==> config.mk <==
export PLATFORM = sky130hd
export DESIGN_NAME = ipv4_header_check
export DESIGN_NICKNAME = d
export VERILOG_FILES = /design/src/rtl/ipv4_pkg.sv /design/src/rtl/ipv4_csum_fold.sv /design/src/rtl/ipv4_header_check.sv
export SDC_FILE = /design/constraint.sdc
export NUM_CORES = 1
export LEC_CHECK = 0
export BUFFER_PORTS_ARGS = -buffer_cell sky130_fd_sc_hd__buf_4
export CORE_MARGIN = 5
export CORE_UTILIZATION = 25
export CTS_CLUSTER_DIAMETER = 100
export DETAILED_ROUTE_END_ITERATION = 10
export HOLD_SLACK_MARGIN = 0.12
export SLEW_MARGIN = 20
export SYNTH_ARGS = -nofsm -noshare
export SYNTH_HDL_FRONTEND = slang
export SYNTH_SLANG_ARGS = --single-unit
export TNS_END_PERCENT = 30
==> constraint.sdc <==
create_clock -name Clock -period 7.6 [get_ports Clock]
set_input_delay 1.52 -clock Clock [delete_from_list [all_inputs] [get_ports Clock]]
set_output_delay 1.52 -clock Clock [all_outputs]
set_load 0.005 [all_outputs]
==> src/rtl/ipv4_pkg.sv <==
// Shared IPv4 receive/transmit definitions: buffer layout defaults, header word
// indices, the expected version/IHL byte and the header checker FSM states.
package ipv4_pkg;

   localparam int IP_HEADER_OFFSET_DEFAULT = 7;
   localparam int IP_HEADER_SIZE_DEFAULT   = 10;

   localparam logic [3:0] IPV4_W_VER    = 4'd0;
   localparam logic [3:0] IPV4_W_LEN    = 4'd1;
   localparam logic [3:0] IPV4_W_PROTO  = 4'd4;
   localparam logic [3:0] IPV4_W_CSUM   = 4'd5;
   localparam logic [3:0] IPV4_W_DST_HI = 4'd8;
   localparam logic [3:0] IPV4_W_DST_LO = 4'd9;

   localparam logic [7:0]  IPV4_VER_IHL   = 8'h45;
   localparam logic [15:0] IPV4_CSUM_GOOD = 16'hFFFF;

   typedef enum logic [2:0] {
      ST_IDLE,
      ST_READ,
      ST_FOLD1,
      ST_FOLD2,
      ST_CHECK
   } ipv4_state_t;

endpackage

==> src/rtl/ipv4_csum_fold.sv <==
// Registered two-stage end-around-carry fold of a 20-bit one's-complement
// accumulator down to 16 bits; shared with the transmit checksum inserter.
module ipv4_csum_fold (
   input  logic        clock,
   input  logic        reset,
   input  logic        fold1_en,
   input  logic        fold2_en,
   input  logic [19:0] acc,
   output logic [15:0] sum16
);

   logic [16:0] s17;

   // The second stage cannot carry again: when s17[16] is set the low half is at most 16'h000E.
   always_ff @(posedge clock) begin
      if (reset) begin
         s17   <= '0;
         sum16 <= '0;
      end else begin
         if (fold1_en) begin
            s17 <= {1'b0, acc[15:0]} + {13'b0, acc[19:16]};
         end
         if (fold2_en) begin
            sum16 <= s17[15:0] + {15'b0, s17[16]};
         end
      end
   end

endmodule

==> src/rtl/ipv4_header_check.sv <==
// Receive-side IPv4 header checker: reads the 10-word header from the Rx buffer,
// verifies checksum and version/IHL, captures protocol and total length.
// Define IPV4_DST_CHECK_EN to also compare the destination address with My_IP.
module ipv4_header_check
   import ipv4_pkg::*;
#(
   parameter int Eth_WORD_WIDTH   = 16,
   parameter int IP_HEADER_OFFSET = IP_HEADER_OFFSET_DEFAULT,
   parameter int IP_HEADER_SIZE   = IP_HEADER_SIZE_DEFAULT
) (
   input  logic                      Clock,
   input  logic                      Reset,
   input  logic                      Rx_Parcer_RQ,
   output logic [10:0]               Rx_Addr,
   input  logic [Eth_WORD_WIDTH-1:0] Rx_Data,
   input  logic [31:0]               My_IP,
   output logic                      Busy,
   output logic                      IPv4_Check_Done,
   output logic                      IPv4_Header_OK,
   output logic                      Err_Checksum,
   output logic                      Err_Version,
   output logic                      Err_Dst,
   output logic [7:0]                Protocol,
   output logic [15:0]               Total_Length
);

   ipv4_state_t state;
   ipv4_state_t state_next;

   logic        rq_prev;
   logic        start;
   logic [3:0]  word_idx;
   logic        phase;
   logic        read_first;
   logic        read_sample;
   logic        last_word;
   logic [19:0] acc;
   logic [15:0] sum16;
   logic        csum_err;
   logic        dst_err;
   logic        ver_ok;
   logic [7:0]  proto_cap;
   logic [15:0] len_cap;

   assign start       = Rx_Parcer_RQ && !rq_prev && (state == ST_IDLE);
   assign read_first  = (state == ST_READ) && (word_idx == 4'd0) && !phase;
   assign read_sample = (state == ST_READ) && phase;
   assign last_word   = (word_idx == 4'(IP_HEADER_SIZE - 1));
   assign csum_err    = (sum16 != IPV4_CSUM_GOOD);

   assign Busy    = (state != ST_IDLE);
   assign Rx_Addr = (state == ST_READ) ? (11'(IP_HEADER_OFFSET) + {7'b0, word_idx}) : 11'd0;

   always_ff @(posedge Clock) begin
      if (Reset) begin
         state <= ST_IDLE;
      end else begin
         state <= state_next;
      end
   end

   // Each header word occupies two READ cycles: address, then sample.
   always_comb begin
      state_next = state;
      case (state)
         ST_IDLE:  if (start) state_next = ST_READ;
         ST_READ:  if (phase && last_word) state_next = ST_FOLD1;
         ST_FOLD1: state_next = ST_FOLD2;
         ST_FOLD2: state_next = ST_CHECK;
         ST_CHECK: state_next = ST_IDLE;
         default:  state_next = ST_IDLE;
      endcase
   end

   always_ff @(posedge Clock) begin
      if (Reset) begin
         rq_prev         <= 1'b0;
         acc             <= '0;
         word_idx        <= '0;
         phase           <= 1'b0;
         ver_ok          <= 1'b0;
         proto_cap       <= '0;
         len_cap         <= '0;
         IPv4_Check_Done <= 1'b0;
         IPv4_Header_OK  <= 1'b0;
         Err_Checksum    <= 1'b0;
         Err_Version     <= 1'b0;
         Protocol        <= '0;
         Total_Length    <= '0;
      end else begin
         rq_prev         <= Rx_Parcer_RQ;
         IPv4_Check_Done <= 1'b0;

         if (start) begin
            acc      <= '0;
            word_idx <= '0;
            phase    <= 1'b0;
         end

         // Previous results stay visible until the new run actually begins reading.
         if (read_first) begin
            IPv4_Header_OK <= 1'b0;
            Err_Checksum   <= 1'b0;
            Err_Version    <= 1'b0;
            Protocol       <= '0;
            Total_Length   <= '0;
         end

         if (state == ST_READ) begin
            phase <= ~phase;
         end

         if (read_sample) begin
            acc      <= acc + 20'(Rx_Data);
            word_idx <= word_idx + 4'd1;
            if (word_idx == IPV4_W_VER) begin
               ver_ok <= (Rx_Data[15:8] == IPV4_VER_IHL);
            end
            if (word_idx == IPV4_W_LEN) begin
               len_cap <= Rx_Data[15:0];
            end
            if (word_idx == IPV4_W_PROTO) begin
               proto_cap <= Rx_Data[7:0];
            end
         end

         if (state == ST_CHECK) begin
            IPv4_Check_Done <= 1'b1;
            Err_Checksum    <= csum_err;
            Err_Version     <= !ver_ok;
            IPv4_Header_OK  <= !(csum_err || !ver_ok || dst_err);
            Protocol        <= proto_cap;
            Total_Length    <= len_cap;
         end
      end
   end

`ifdef IPV4_DST_CHECK_EN
   logic dst_hi_ok;
   logic dst_lo_ok;

   assign dst_err = !(dst_hi_ok && dst_lo_ok);

   always_ff @(posedge Clock) begin
      if (Reset) begin
         dst_hi_ok <= 1'b0;
         dst_lo_ok <= 1'b0;
         Err_Dst   <= 1'b0;
      end else begin
         if (read_first) begin
            Err_Dst <= 1'b0;
         end
         if (read_sample && (word_idx == IPV4_W_DST_HI)) begin
            dst_hi_ok <= (Rx_Data[15:0] == My_IP[31:16]);
         end
         if (read_sample && (word_idx == IPV4_W_DST_LO)) begin
            dst_lo_ok <= (Rx_Data[15:0] == My_IP[15:0]);
         end
         if (state == ST_CHECK) begin
            Err_Dst <= dst_err;
         end
      end
   end
`else
   logic unused_my_ip;

   assign unused_my_ip = ^My_IP;
   assign dst_err      = 1'b0;
   assign Err_Dst      = 1'b0;
`endif

   ipv4_csum_fold u_fold (
      .clock    (Clock),
      .reset    (Reset),
      .fold1_en (state == ST_FOLD1),
      .fold2_en (state == ST_FOLD2),
      .acc      (acc),
      .sum16    (sum16)
   );

endmodule
Word level (Yosys, flattened, before mapping)

Cells that the tools add are included.

Word-level logic and storage cells: 73
Register bits: 115
Output and inout port bits: 41

Equal/unequal tests: 11
Bitwise gates (word level): 1
$add $sub $neg: 5
Reductions and logical operators: 21
Mux-type cells: 19

Operators with widths:

| cell                                                             | number |
|---|---|
| 20-bit 2-to-1 mux                                                | 2 |
| 16-bit 2-to-1 mux                                                | 2 |
| 20-bit by 16-bit adder with 20-bit output                        | 1 |
| 16-bit by 4-bit adder with 17-bit output                         | 1 |
| 16-bit by 1-bit adder with 16-bit output                         | 1 |
| 8-bit 2-to-1 mux                                                 | 2 |
| 16-bit inequality test (second input constant)                   | 1 |
| 3-bit one-hot mux with 4 select lines                            | 1 |
| 8-bit by 7-bit == test with 1-bit output (second input constant) | 1 |
| 4-bit 2-to-1 mux                                                 | 2 |
| 2-bit AND reduction                                              | 4 |
| 1-bit 2-to-1 mux                                                 | 7 |
| 3-bit by 2-bit == test with 1-bit output (second input constant) | 2 |
| 1-bit logical AND                                                | 6 |
| 3-bit 2-to-1 mux                                                 | 2 |
| 2-bit nonzero test                                               | 3 |
| 3-bit by 4-bit adder with 5-bit output (first input constant)    | 1 |
| 5-bit 2-to-1 mux                                                 | 1 |
| 4-bit by 1-bit adder with 4-bit output (second input constant)   | 1 |
| 4-bit by 1-bit == test with 1-bit output (second input constant) | 1 |
| 4-bit by 3-bit == test with 1-bit output (second input constant) | 1 |
| 4-bit == test (second input constant)                            | 1 |
| 1-bit zero test                                                  | 4 |
| 4-bit zero test                                                  | 1 |
| other kinds (8)                                                  | 8 |

Longest topological paths before layout

Depth in word-level cells: 5
Gate-level depth with buffers: 9
Gate-level depth less buffers: 9

Modules after synthesis

Synthesis repeated with hierarchy kept, for this count alone.

Cells, all modules: 661
Area total of the unflattened synthesis: 5718.0 µm²

Modules (own cells, without submodules):

| module            | instances | area each (µm²) | sequential area each (µm²) | cells an instance |
|---|---|---|---|---|
| ipv4_header_check | 1         | 3941.3          | 1641.6                     | 453 |
| ipv4_csum_fold    | 1         | 1776.7          | 660.6                      | 208 |

Worst setup path after synthesis

OpenSTA, ideal clock, no wires.

Path type: input to register
Start: input Rx_Data[0]
End: register acc[10]
Setup slack: 4155 ps
Stages on the path: 8
Setup time: 117 ps
Arrival time: 3328 ps
Buffers on the path: 0
Cell sequence: ha_1 fa_1 a21oi_1 o21ai_0 a2111o_1 a41oi_1 xnor2_1 a22o_1

Longest elaborated chain between the ends: 2

RTL lines:

| element                                   | RTL line                 | text |
|---|---|---|
| start, declared                           | ipv4_header_check.sv:15  | `input logic [Eth_WORD_WIDTH-1:0] Rx_Data,` |
| 20-bit by 16-bit adder with 20-bit output | ipv4_header_check.sv:114 | `acc <= acc + 20'(Rx_Data);` |
| 20-bit 2-to-1 mux                         | ipv4_header_check.sv:113 | `if (read_sample) begin` |
| end signal, assigned                      | ipv4_header_check.sv:114 |  |
| end, declared                             | ipv4_header_check.sv:37  | `logic [19:0] acc;` |

Every way passes these cells.
A chain may end at the register's enable or synchronous reset.

Final worst setup path

Start: input Rx_Data[0]
End: register acc[18]

Same word-level chain as after synthesis.

==> results_tabular.tex <==
\begin{tabular}{lr}
\hline
Metric & Value \\
\hline
\multicolumn{2}{l}{\textbf{Drt}} \\
Number of DRC violations after detailed routing & 0 \\
Length of the first detailed-routing pass in iterations & 5 \\
Via count normalized by instance count & 4.75 \\
Met3 WL post-DR & 699 microns \\
Vias & 4,620 \\
Highest metal layer used by the detailed router & met4 \\
Met2 wire len & 6560 microns \\
Final ANT Viol Nets & 0 \\
Detailed-route wire length on metal 1 & 6530 microns \\
Initial DRC count & 242 \\
Post-DR wirelength/cell & 14.4 microns \\
Total length of routed wires & 14,000 microns \\
\multicolumn{2}{l}{\textbf{Yosys}} \\
Number of library cell types mapped by synthesis & 62 \\
Post-synth top area share & 41.0\% \\
Number of enable-type register cells in the synthesized netlist & 0 \\
Most area-hungry cell type in the Yosys netlist & sky130\_fd\_sc\_hd\_\_dfxtp\_1 \\
Post-Synthesis Cells & 645 \\
Post-synthesis adder-cell area fraction & 6.51\% \\
Combinational family with the most area after synthesis & compound AO/OA/AOI/OAI gates \\
Synthesized-area fraction occupied by ao, oa, aoi and oai cells & 19.3\% \\
Share of synthesized flip-flops with an asynchronous set or reset & 0\% \\
Warnings, synthesis & 0 \\
Synth area leaders & sky130\_fd\_sc\_hd\_\_dfxtp\_1, sky130\_fd\_sc\_hd\_\_ha\_1, sky130\_fd\_sc\_hd\_\_nand2\_1, sky130\_fd\_sc\_hd\_\_nor2\_1, sky130\_fd\_sc\_hd\_\_a22o\_1 \\
Average size of a mapped cell & 8.70 sq um \\
FF+latch count, synth & 115 \\
Most used DFF post-synth & sky130\_fd\_sc\_hd\_\_dfxtp\_1 \\
Sequential-to-total area share from yosys stat & 41.0\% \\
Mux share of post-synthesis cell area & 2.92\% \\
Xor/xnor share of the synthesized area & 6.24\% \\
Cell area after synthesis & 5610 sq um \\
Simple-gate portion of the synthesized area & 19.1\% \\
\multicolumn{2}{l}{\textbf{Power and ir drop}} \\
P\_sw & 0.396 mW \\
Internal power consumption & 1.21 mW \\
Part of the total power dissipated in combinational logic & 9.9\% \\
Sw frac & 24.7\% \\
VDD IR-drop max & 0.155 mV \\
Final total power & 1.60 mW \\
Power Dens Cells & 237 nW/um\^{}2 \\
Leakage power total & 2.69 nW \\
Sequential cell fraction of total power & 40.5\% \\
Power share of the clock group & 49.5\% \\
\multicolumn{2}{l}{\textbf{Critical path}} \\
Family with the most delay on the worst path & compound AO/OA/AOI/OAI gates \\
Maximum cell stage delay along the critical path & 0.42 ns \\
Standard cell with the maximum stage delay on the critical path & sky130\_fd\_sc\_hd\_\_fa\_1 \\
Setup slack of the most critical reg-to-reg path & 4.91 ns \\
End of the worst register-to-register path & len\_cap[2] \\
Largest fanout on the critical path & 3 \\
Kind of launch point of the worst setup path & input pin \\
Ordered cell list for the critical path & buf\_4 -> ha\_1 -> fa\_1 -> a21oi\_1 -> o21ai\_0 -> o21ai\_0 -> a21oi\_1 -> o2111ai\_1 -> mux2\_2 \\
Path type of the worst setup path & in2reg \\
Data arrival time of the critical path & 3.78 ns \\
Worst setup EP type & register \\
Startpoint of the worst register-to-register path & state[0] \\
Worst endpoint required time & 7.89 ns \\
Buffer and inverter count on the worst path & 1 \\
Number of cells on the worst reg-to-reg path & 5 \\
\multicolumn{2}{l}{\textbf{Clocking}} \\
Total of cells resized after clock tree synthesis & 0 \\
Buffer depth of the longest clock path & 2 \\
Post-CTS Hold Buffers & 0 \\
Clk slew on worst S/H paths & 0.05 ns \\
TritonCTS clock tree & built \\
TritonCTS buffer count & 17 \\
Maximum level of the CTS H-tree & 4 \\
Cell at the root of the clock tree & sky130\_fd\_sc\_hd\_\_clkbuf\_16 \\
Num Clock Sinks & 115 \\
Clock insertion delay at the later pin of the skew report & 0.41 ns \\
Post-CTS Setup Bufs & 0 \\
\multicolumn{2}{l}{\textbf{STA}} \\
Period minus WS final & 3.49 ns \\
RSZ-0062 raised after global routing & false \\
Accumulated negative setup slack & 0 ns \\
Peak Freq & 287 MHz \\
Final Cycle Share & 45.9\% \\
Hold violation total from the final report & 0 \\
Transition time at the pin with the least slew margin & 0.983 ns \\
Final setup vio count & 0 \\
Worst slew margin relative to its limit & 34.5\% \\
Worst-case clock skew & 0.00889 ns \\
Worst hold-check slack & 0.454 ns \\
Final Max Tran Viols & 0 \\
\multicolumn{2}{l}{\textbf{Die}} \\
Die X & 160 microns \\
Placeable core region & 22,000 sq um \\
Total Die Area & 25,500 sq um \\
IO Count & 92 \\
Initial Util & 25.6\% \\
Std-Cell Rows & 54 \\
Chip height & 160 microns \\
\multicolumn{2}{l}{\textbf{Hold path}} \\
Number of stages on the worst hold path & 2 \\
Hold path startpoint & len\_cap[3] \\
Hold EP & len\_cap[3] \\
Type of the tightest min-delay check & reg2reg \\
\multicolumn{2}{l}{\textbf{Final layout}} \\
Fin util & 30.8\% \\
Inserted Diodes & 0 \\
Final \#Nets & 759 \\
Final non-filler cell total & 972 \\
Share of post-route cells with drive strength above 1 & 12.9\% \\
Area added between synthesis and finish & 20.6\% \\
\multicolumn{2}{l}{\textbf{Global routing}} \\
Vias in the first global route & 4,452 \\
Global-route total usage across every layer & 11.1\% \\
First-pass GRT wire length & 22,800 microns \\
Final global-route overflow total & 0 \\
Largest net degree at the start of global routing & 79 \\
Initial antenna violation count & 0 \\
\multicolumn{2}{l}{\textbf{Status}} \\
Outcome & finished, final reports clean \\
\multicolumn{2}{l}{\textbf{Placement}} \\
Port bufs & 52 \\
Post-Place Cells & 941 \\
Post-detailed-placement half-perimeter wirelength & 9840 microns \\
Placer congestion estimate & 0.843 \\
\multicolumn{2}{l}{\textbf{Flow run}} \\
Reported max-cap violation count & 0 \\
\hline
\end{tabular}
worst max path at each step:
stage | cells after the start | end | slack [ns] | from
4_1_cts | 3 | Rx_Addr[4] | 4.12 | state[0]
3_5_place_dp | 9 | acc[18] | 3.74 | Rx_Data[0]
5_1_grt | 9 | acc[10] | 4.04 | Rx_Data[0]
3_3_place_gp | 9 | acc[18] | 3.76 | Rx_Data[0]
2_1_floorplan | 8 | acc[10] | 4.15 | Rx_Data[0]
6_report | 9 | acc[18] | 4.11 | Rx_Data[0]
worst min-delay path, delay by kind of cell, from the launching register on:
family / cells / cell delay, ns
flops: 1 / 0.30
compound gates: 1 / 0.05
simple gates: 1 / 0.05
cell type report:
| cell class | count | area [sq um] |
|---|---|---|
| clock inverters | 10 | 134 |
| clock buffers | 21 | 450 |
| flip-flops and latches | 115 | 2300 |
| fillers | 2236 | 15200 |
| inverters | 15 | 56.3 |
| repair buffers | 54 | 405 |
| multi-input cells | 477 | 3070 |
| well taps | 280 | 350 |
cells in the mapped netlist, drive strengths merged (5+ instances only):
| master | number |
|---|---|
| mux2i | 13 |
| o21ai | 26 |
| a22o | 28 |
| and3 | 12 |
| or3 | 5 |
| nand3 | 21 |
| nor2 | 67 |
| a22oi | 8 |
| a211oi | 20 |
| a21o | 7 |
| nor2b | 5 |
| ha | 26 |
| inv | 14 |
| nand2 | 75 |
| nand4 | 10 |
| and2 | 6 |
| dfxtp | 115 |
| buf | 18 |
| xnor2 | 18 |
| clkbuf | 26 |
| nor3 | 6 |
| a21oi | 47 |
| xor2 | 22 |
metrics by stage:
step	instance area, sq um	worst slack [ns]
2_1_floorplan	5640	4.15
3_3_place_gp	6190	3.76
3_5_place_dp	6190	3.74
4_1_cts	6770	4.12
5_1_grt	6770	4.04
6_report	6770	4.11
sequential cells by signal (all words and copies together) (netlist names), 3 cells and up:
register and flops:
state 3, u_fold.sum16 16, proto_cap 8, word_idx 4, u_fold.s17 17, len_cap 16, acc 20, Protocol 8
Total_Length 16
power by group through the flow:
stage | sequential (mW) | clock (mW) | combinational (mW)
after global placement | 0.661 | 0 | 0.160
final | 0.649 | 0.793 | 0.159
after detailed placement | 0.662 | 0 | 0.161
after global routing | 0.652 | 0.839 | 0.180
after CTS | 0.649 | 0.810 | 0.162
after floorplan | 0.653 | 0 | 0.119
layout by cell type (no fill, tap or decap), types with 17 or more instances in the layout:
cell type	n
sky130_fd_sc_hd__nand3_1	21
sky130_fd_sc_hd__buf_4	54
sky130_fd_sc_hd__o21ai_0	25
sky130_fd_sc_hd__ha_1	26
sky130_fd_sc_hd__xor2_1	22
sky130_fd_sc_hd__nand2_1	75
sky130_fd_sc_hd__xnor2_1	18
sky130_fd_sc_hd__a22o_1	28
sky130_fd_sc_hd__dfxtp_1	115
sky130_fd_sc_hd__clkbuf_16	17
sky130_fd_sc_hd__nor2_1	66
sky130_fd_sc_hd__a21oi_1	47
sky130_fd_sc_hd__a211oi_1	20
routing by layer:
metal | up-vias | global-route usage, %
li1 | 2359 | -
met1 | 2154 | 14.2
met2 | 94 | 17.5
met3 | 13 | 3.76
met4 | 0 | 3.91
met5 | - | 0
cell families (layout without fill, tap and decap cells):
group | after synthesis | count (layout)
compound gates | 160 | 160
mux | 16 | 16
xor+xnor | 40 | 40
simple gates | 226 | 226
fa+ha+maj | 28 | 28
other cells | 1 | 7
flops | 115 | 115
buf+inv | 59 | 100
(Power assumes the default switching activity.)
